### config.mk
export PLATFORM = sky130hd
export DESIGN_NAME = reduce_pipe_flat
export DESIGN_NICKNAME = d
export VERILOG_FILES = /design/src/rtl/reduce_pipe_if.sv /design/src/rtl/reduce_pipe.sv /design/src/flat_wrapper.sv
export SDC_FILE = /design/constraint.sdc
export NUM_CORES = 1
export LEC_CHECK = 0
export ABC_AREA = 1
export BUFFER_PORTS_ARGS = -buffer_cell sky130_fd_sc_hd__buf_2
export CORE_MARGIN = 2
export CORE_UTILIZATION = 50
export DETAILED_ROUTE_END_ITERATION = 6
export HOLD_SLACK_MARGIN = 0.12
export PLACE_DENSITY = 0.84
export SETUP_SLACK_MARGIN = 0.15
export SLEW_MARGIN = 20
export SYNTH_ARGS = -nofsm -noshare
export SYNTH_HDL_FRONTEND = slang
export SYNTH_SLANG_ARGS = --single-unit
### constraint.sdc
create_clock -name clk -period 3.2 [get_ports clk]
set_input_delay 0.32 -clock clk [delete_from_list [all_inputs] [get_ports clk]]
set_output_delay 0.32 -clock clk [all_outputs]
set_load 0.02 [all_outputs]
### src/rtl/reduce_pipe_if.sv
// Handshake bundle for the pipelined reduction unit.
// The slave side belongs to the reduction unit; the master side belongs to
// whatever produces operands and consumes results.
interface reduce_pipe_if #(
    parameter int WIDTH = 8
);
    // Operand beat
    logic [WIDTH-1:0] a;
    logic [1:0]       op;
    logic             in_valid;
    logic             in_ready;

    // Result beat
    logic             b;
    logic             out_valid;
    logic             out_ready;

    // Number of delivered results, saturating
    logic [15:0]      out_count;

    modport slave (
        input  a,
        input  op,
        input  in_valid,
        input  out_ready,
        output in_ready,
        output b,
        output out_valid,
        output out_count
    );

    modport master (
        output a,
        output op,
        output in_valid,
        output out_ready,
        input  in_ready,
        input  b,
        input  out_valid,
        input  out_count
    );
endinterface

### src/rtl/reduce_pipe.sv
// Pipelined N-input reduction (AND / OR / XOR / NAND) built as a tree of
// FANIN-input nodes with one register stage per tree level.
// All stages advance together on a single global enable, so a stalled output
// freezes the whole pipe and in_ready mirrors that enable.
module reduce_pipe #(
    parameter int WIDTH = 8,
    parameter int FANIN = 4
) (
    input  logic         clk,
    input  logic         reset,
    reduce_pipe_if.slave bus
);

    localparam logic [1:0] OP_AND  = 2'b00;
    localparam logic [1:0] OP_OR   = 2'b01;
    localparam logic [1:0] OP_XOR  = 2'b10;
    localparam logic [1:0] OP_NAND = 2'b11;

    // Number of tree levels: smallest n with FANIN**n >= WIDTH, at least 1
    // so that a 1-bit operand still gets its register stage.
    function automatic int calc_levels();
        int     n;
        longint span;
        n    = 0;
        span = 1;
        while (span < longint'(WIDTH)) begin
            span = span * longint'(FANIN);
            n    = n + 1;
        end
        return (n < 1) ? 1 : n;
    endfunction

    // Bit count held by tree level k; level 0 is the raw operand.
    function automatic int level_width(int k);
        int w;
        w = WIDTH;
        for (int i = 0; i < k; i++) begin
            w = (w + FANIN - 1) / FANIN;
        end
        return w;
    endfunction

    // Bit position of level k (1-based) inside the packed stage vector.
    function automatic int level_offset(int k);
        int o;
        o = 0;
        for (int i = 1; i < k; i++) begin
            o = o + level_width(i);
        end
        return o;
    endfunction

    localparam int LEVELS = calc_levels();
    localparam int TOTAL  = level_offset(LEVELS + 1);

    // Partial results of every level packed back to back; the top bit is the
    // single result bit of the final level and drives b directly.
    logic [TOTAL-1:0]  data_reg;
    logic [TOTAL-1:0]  data_next;
    logic [LEVELS:1]   valid_reg;
    logic [15:0]       count_reg;
    logic              advance;

    // One enable for the whole pipe: move unless a result is waiting unread.
    assign advance = !valid_reg[LEVELS] || bus.out_ready;

    // The op of a beat rides along with its partial results. The last level
    // needs no copy because NAND inversion happens while loading it.
    genvar gi, gj, gk;
    generate
        if (LEVELS > 1) begin : g_ops
            logic [1:0] op_reg [1:LEVELS-1];

            // Shift op alongside the data on every advance.
            always_ff @(posedge clk) begin
                if (reset) begin
                    for (int k = 1; k < LEVELS; k++) begin
                        op_reg[k] <= OP_AND;
                    end
                end else if (advance) begin
                    op_reg[1] <= bus.op;
                    for (int k = 2; k < LEVELS; k++) begin
                        op_reg[k] <= op_reg[k-1];
                    end
                end
            end
        end
    endgenerate

    // Combinational tree level feeding each register stage.
    generate
        for (gi = 1; gi <= LEVELS; gi++) begin : g_lvl
            localparam int IW = level_width(gi - 1);
            localparam int OW = level_width(gi);
            localparam int OO = level_offset(gi);

            logic [IW-1:0] src;
            logic [1:0]    src_op;

            if (gi == 1) begin : g_first
                assign src    = bus.a;
                assign src_op = bus.op;
            end else begin : g_later
                assign src    = data_reg[level_offset(gi - 1) +: IW];
                assign src_op = g_ops.op_reg[gi - 1];
            end

            for (gj = 0; gj < OW; gj++) begin : g_node
                logic [FANIN-1:0] grp;
                logic             red;

                // Missing inputs of a short group take the identity element
                // so they can never influence the node result.
                for (gk = 0; gk < FANIN; gk++) begin : g_bit
                    if (gj * FANIN + gk < IW) begin : g_real
                        assign grp[gk] = src[gj * FANIN + gk];
                    end else begin : g_pad
                        assign grp[gk] = (src_op == OP_AND) || (src_op == OP_NAND);
                    end
                end

                // Node operator; NAND reduces as AND until the final level.
                always_comb begin
                    red = &grp;
                    case (src_op)
                        OP_OR:   red = |grp;
                        OP_XOR:  red = ^grp;
                        default: red = &grp;
                    endcase
                end

                if (gi == LEVELS) begin : g_final
                    assign data_next[OO + gj] = red ^ (src_op == OP_NAND);
                end else begin : g_inner
                    assign data_next[OO + gj] = red;
                end
            end
        end
    endgenerate

    // Stage registers: all levels load together or all hold.
    always_ff @(posedge clk) begin
        if (reset) begin
            data_reg  <= '0;
            valid_reg <= '0;
        end else if (advance) begin
            data_reg     <= data_next;
            valid_reg[1] <= bus.in_valid;
            for (int k = 2; k <= LEVELS; k++) begin
                valid_reg[k] <= valid_reg[k-1];
            end
        end
    end

    // Delivered-result counter, sticks at all ones.
    always_ff @(posedge clk) begin
        if (reset) begin
            count_reg <= '0;
        end else if (valid_reg[LEVELS] && bus.out_ready && (count_reg != 16'hFFFF)) begin
            count_reg <= count_reg + 16'd1;
        end
    end

    assign bus.in_ready  = advance;
    assign bus.b         = data_reg[TOTAL-1];
    assign bus.out_valid = valid_reg[LEVELS];
    assign bus.out_count = count_reg;

endmodule
### src/flat_wrapper.sv
// flat-port wrapper written by rule: the top's interface ports become plain ports
module reduce_pipe_flat 
#(
    parameter int WIDTH = 8,
    parameter int FANIN = 4
)
  (clk, reset, bus_a, bus_op, bus_in_valid, bus_out_ready, bus_in_ready, bus_b, bus_out_valid, bus_out_count);
  reduce_pipe_if #(.WIDTH(WIDTH)) bus_i ();
  input  logic clk;
  input  logic reset;
  input wire logic [$bits(bus_i.a)-1:0] bus_a;
  input wire logic [$bits(bus_i.op)-1:0] bus_op;
  input wire logic [$bits(bus_i.in_valid)-1:0] bus_in_valid;
  input wire logic [$bits(bus_i.out_ready)-1:0] bus_out_ready;
  output wire logic [$bits(bus_i.in_ready)-1:0] bus_in_ready;
  output wire logic [$bits(bus_i.b)-1:0] bus_b;
  output wire logic [$bits(bus_i.out_valid)-1:0] bus_out_valid;
  output wire logic [$bits(bus_i.out_count)-1:0] bus_out_count;
  assign bus_i.a = bus_a;
  assign bus_i.op = bus_op;
  assign bus_i.in_valid = bus_in_valid;
  assign bus_i.out_ready = bus_out_ready;
  assign bus_in_ready = bus_i.in_ready;
  assign bus_b = bus_i.b;
  assign bus_out_valid = bus_i.out_valid;
  assign bus_out_count = bus_i.out_count;
  reduce_pipe #(.WIDTH(WIDTH), .FANIN(FANIN)) u_core (.clk(clk), .reset(reset), .bus(bus_i));
endmodule
== Word level (Yosys, flattened, before mapping) ==
Memories as Yosys holds them, arrays and structs flattened.
Index checks and enable logic that the tools add are counted.

* Register bits: 21
* Bits in latches: 0
* RAM bits: 2
* Bits in read-only memories: 0
* Input bits: 14
* Output and inout bits: 19
* Logic and storage cells: 37
* Memories: 1

{| class="wikitable"
|+ Memory list
! name !! depth !! bits a word !! rd ports !! clocked after memory_dff !! write ports !! RTL line !! RTL
|-
| u_core.g_ops.op_reg || 1 || 2 || 1 || 0 || 1 || reduce_pipe.sv:72 || <nowiki>logic [1:0] op_reg [1:LEVELS-1];</nowiki>
|}

* Add/subtract/negate cells: 1
* $mul: 0
* Div/mod/pow operators: 0
* $lt $le $gt $ge: 0
* Equality and inequality tests: 6
* Shift operators: 0
* Mux-type cells: 9
* Bitwise logic cells: 2
* Reductions and logical operators: 15

{| class="wikitable"
|+ Operators with widths
! operator !! count
|-
| adder 16 x 1 -> 16 bit (second input constant) || 1
|-
| inequality test 16 bit (second input constant) || 1
|-
| parity 4 bit || 3
|-
| AND reduction 4 bit || 2
|-
| OR reduction 4 bit || 2
|-
| equality test 2 bit (second input constant) || 3
|-
| case mux 1 bit (2 select lines) || 3
|-
| two-way mux 1 bit || 5
|-
| equality test 2 x 1 -> 1 bit (second input constant) || 2
|-
| AND reduction 3 bit || 1
|-
| OR reduction 3 bit || 1
|-
| logical AND 1 bit || 2
|-
| logical NOT 2 bit || 1
|-
| logical OR 1 bit || 2
|-
| two-way mux 2 bit || 1
|-
| logical NOT 1 bit || 1
|-
| OR 1 bit || 1
|-
| bitwise XOR 1 bit || 1
|}

== Logic depth before layout (Yosys ltp) ==
* Depth after elaboration: 6
* Depth in mapped cells: 9
* Depth with buffers taken out: 9

== Worst setup path before layout ==
Ideal clock, no wire load.

* Path kind: flip-flop to flip-flop
* Start point: reg u_core.count_reg[0] (netlist: u_core.bus.out_count[0])
* End point: reg u_core.count_reg[11] (netlist: u_core.bus.out_count[11])
* Library setup time: 0.132 ns
* Arrival time: 1.445 ns
* Data required time: 3.068 ns
* Setup slack: 1.623 ns
* Cell stages (with the launch flop): 10
* Path buffers: 1
* Clock period less this slack: 1.577 ns
* Cells stage by stage: dfxtp_1 -> ha_1 -> nand2_1 -> nor2_2 -> nand2_2 -> nor2_2 -> nor2_4 -> buf_6 -> nand2_1 -> a21oi_1

* Longest elaborated chain between the ends: 2
* Elaborated cells on any way between the ends: 3
* Those cells by class: add/sub (1); eq/ne (1); reduce/logical (1)

{| class="wikitable"
|+ RTL lines
! item !! RTL line !! RTL
|-
| from (decl) || reduce_pipe.sv:61 || <nowiki>logic [15:0] count_reg;</nowiki>
|-
| from (signal assigned) || reduce_pipe.sv:160 || <nowiki>count_reg <= count_reg + 16'd1;</nowiki>
|-
| parallel branches: the longest is 2 deep, another holds adder 16 x 1 -> 16 bit || -- ||
|}

Several ways; the timed one is not identified.
A chain may end at the register's enable or synchronous reset.

== Worst setup path after layout ==
* Start point: reg u_core.count_reg[0] (netlist: u_core.bus.out_count[0])
* End point: reg u_core.count_reg[15] (netlist: u_core.bus.out_count[15])

Same word-level chain as after synthesis.

==> results.cfg <==
[run_status]
status = finished, final reports clean

[hold_path]
min_to = u_core.valid_reg[1]$_SDFFE_PP0P_
min-delay-start = bus_in_valid
hp-class = in2reg
hold_path_depth = 3

[yosys]
synth_cell_type_count = 23
yosysWarnings = 0
muxShareOfSynthArea = 0
synthTopCellsByArea = dfxtp_1 28%, nand2_1 16%, ha_1 12%, nor2_1 6.8%, inv_1 6.6%
synth_nets = 248
async_reset_ff_frac = 0
synth-seq-cells = 23
synth_compound_area_frac = 0.0933
postSynthCellCount = 220
netlist.area_leader.share = 0.282
synth_most_common_cell = nand2_1
yosysSeqAreaShare = 0.323
synth.avg_cell_area_um2 = 6.77
synth_area_leader_cell = dfxtp_1
synthXorXnorAreaFrac = 0.0412
synthAdderAreaFrac = 0.118
synth_area_um2 = 1490
synth_common_cells = 65 x nand2_1, 27 x nor2_1, 26 x inv_1, 21 x dfxtp_1, 17 x a21oi_1
synth_ff_type = dfxtp_1
synth_edf_count = 2
synth_top_family_by_area = simple AND/OR/NAND/NOR gates
synth-simple-area-share = 0.339

[clocking]
worst_skew_pair.late_latency_ps = 320
post_cts_buffers = 0
numCtsBuffers = 3
cts_resized = 0
h-tree-depth = 1
cts_root_buf = clkbuf_4
cts_num_sinks = 23
clk_pin_slew_ps = 130
tritoncts = yes
cts_buffer_depth = 2
holdBufCountCts = 0

[global_routing]
grt_max_degree = 17
antenna_found_initial = 0
grt_pass1_wl_um = 5090
grt_usage = 0.189
gr-total-overflow = 0
grt_pass1_vias = 1253

[sta]
maxSlewViolCount = 0
skew_ps = 13.9
slew_headroom = 0.759
rsz0062_at_grt = no
worst_pin_slew_ps = 360
setup_viol = 0
hold_viol = 0
setup_tns_ps = 0
period_needed_ps = 1550
max_clock_freq_mhz = 646
final.period_utilization = 0.484

[critical_path]
crit_arrival_ps = 1780
crit_fanout = 16
cp_slowest_stage_delay_ps = 360
worstPathCellList = ha_1 > nand2_1 > nor2_2 > nand2_2 > nor2_2 > nor2_4 > nand3_1 > nand2_1 > nor2_1
cp.required_ps = 3430
critical_path_class = reg2reg
reg2reg_to = u_core.bus.out_count[15]$_SDFFE_PP0P_
critical_path.endpoint_type = flip-flop
r2r_slack_ps = 1650
crit_path_start_kind = flip-flop
crit_slowest_cell = dfxtp_1
regToRegStartpoint = u_core.bus.out_count[0]$_SDFFE_PP0P_
r2r_cells = 9

[finish]
insertedDiodeCount = 0
largest_register_ff_count = 16
fin_nets = 283
drive_above_1_share = 0.189
area_delta_synth_final_pct = 14.1

[routing]
dr.pass1.iters = 4
final_antenna_net_count = 0
vias = 1420
wirelength_um = 2930
drt-initial-drc-count = 63
vias_per_cell = 4.98
wire_per_inst_um = 10.3
drc_errors = 0

[die]
fp.dieW_um = 58.6
die-height_um = 58.6
dieArea_um2 = 3430
num_rows = 19
initial_core_util = 0.535
core-area_um2 = 2780
io-pin-count = 33

[job]
max-cap-violations = 0

[place]
gp_congestion = 0.845
dpl.hpwl_um = 2290
port_buffers = 32

[power_and_ir_drop]
ir_drop_v = 0.000200
power.internal_w = 0.000373
powerDensity_nw_per_um2 = 296
power.total_w = 0.000503
p_leak_nw = 0.814
clkPwrFrac = 0.266
p_comb_frac = 0.132
sw_frac_of_total = 0.259
seqPwrFrac = 0.603
switching_power_w = 0.000130
-- metal layers --
layer,up-vias,share of wire,GRT usage
met1,624,0.49,0.241
met3,5,0.035,0.0264
met2,29,0.46,0.316
met5,-,0,0
met4,0,0.018,0.0877
li1,762,-,-
-- power groups by stage --
| stage | clock network (W) | logic (W) | registers [W] |
|---|---|---|---|
| CTS | 0.000137 | 0.0000672 | 0.000303 |
| detailed placement | 0 | 0.0000665 | 0.000310 |
| floorplan | 0 | 0.0000426 | 0.000312 |
| global placement | 0 | 0.0000646 | 0.000310 |
| finish | 0.000134 | 0.0000662 | 0.000303 |
| global route | 0.000148 | 0.0000781 | 0.000305 |
-- cells by family (layout without fill, tap and decap cells) --
family	count (synthesis)	after routing
AO/OA/AOI/OAI	25	25
XOR/XNOR	7	7
adder cells (fa/ha/maj)	14	14
buffers and inverters	32	66
flip-flops	23	23
AND/OR/NAND/NOR	119	119
-- layout by cell type, fill, tap and decap left out, types with 12 or more instances in the layout --
cell type,netlist,final
buf_2,0,32
inv_1,26,26
nor2_1,27,27
nand3_1,12,12
nand2_1,65,65
ha_1,14,14
dfxtp_1,21,21
a21oi_1,17,17
-- through the flow --
step	hold WS [ps]	std cells	utilization	instance area (µm²)	worst slack (ps)
5_1_grt	237	285	0.611	1700	1470
3_5_place_dp	442	281	0.601	1670	1670
6_report	241	285	0.611	1700	1650
2_1_floorplan	389	220	-	1490	1620
3_3_place_gp	440	281	0.601	1670	1720
4_1_cts	233	285	0.611	1700	1660
-- cell type report --
cell class | count | area, µm²
Sequential cell | 23 | 480
Tap cell | 31 | 38.8
Multi-Input combinational cell | 165 | 881
Clock buffer | 4 | 26.3
Timing Repair Buffer | 32 | 160
Inverter | 30 | 113
Fill cell | 279 | 1080
-- worst max path at each step --
| stage | start | to | slack, ps |
|---|---|---|---|
| 3_5_place_dp | u_core.bus.out_count[0]$_SDFFE_PP0P_ | u_core.bus.out_count[15]$_SDFFE_PP0P_ | 1670 |
| 4_1_cts | u_core.bus.out_count[0]$_SDFFE_PP0P_ | u_core.bus.out_count[9]$_SDFFE_PP0P_ | 1660 |
| 5_1_grt | u_core.bus.out_count[0]$_SDFFE_PP0P_ | u_core.bus.out_count[7]$_SDFFE_PP0P_ | 1470 |
| 2_1_floorplan | u_core.bus.out_count[0]$_SDFFE_PP0P_ | u_core.bus.out_count[11]$_SDFFE_PP0P_ | 1620 |
| 3_3_place_gp | u_core.bus.out_count[0]$_SDFFE_PP0P_ | u_core.bus.out_count[15]$_SDFFE_PP0P_ | 1720 |
| 6_report | u_core.bus.out_count[0]$_SDFFE_PP0P_ | u_core.bus.out_count[15]$_SDFFE_PP0P_ | 1650 |
-- worst max-delay path, delay by kind of cell, from the launching register on --
kind / cells / cell delay (ps)
fa+ha+maj: 1 / 240
flops: 1 / 360
simple gates: 8 / 850
(Power assumes the default switching activity.)
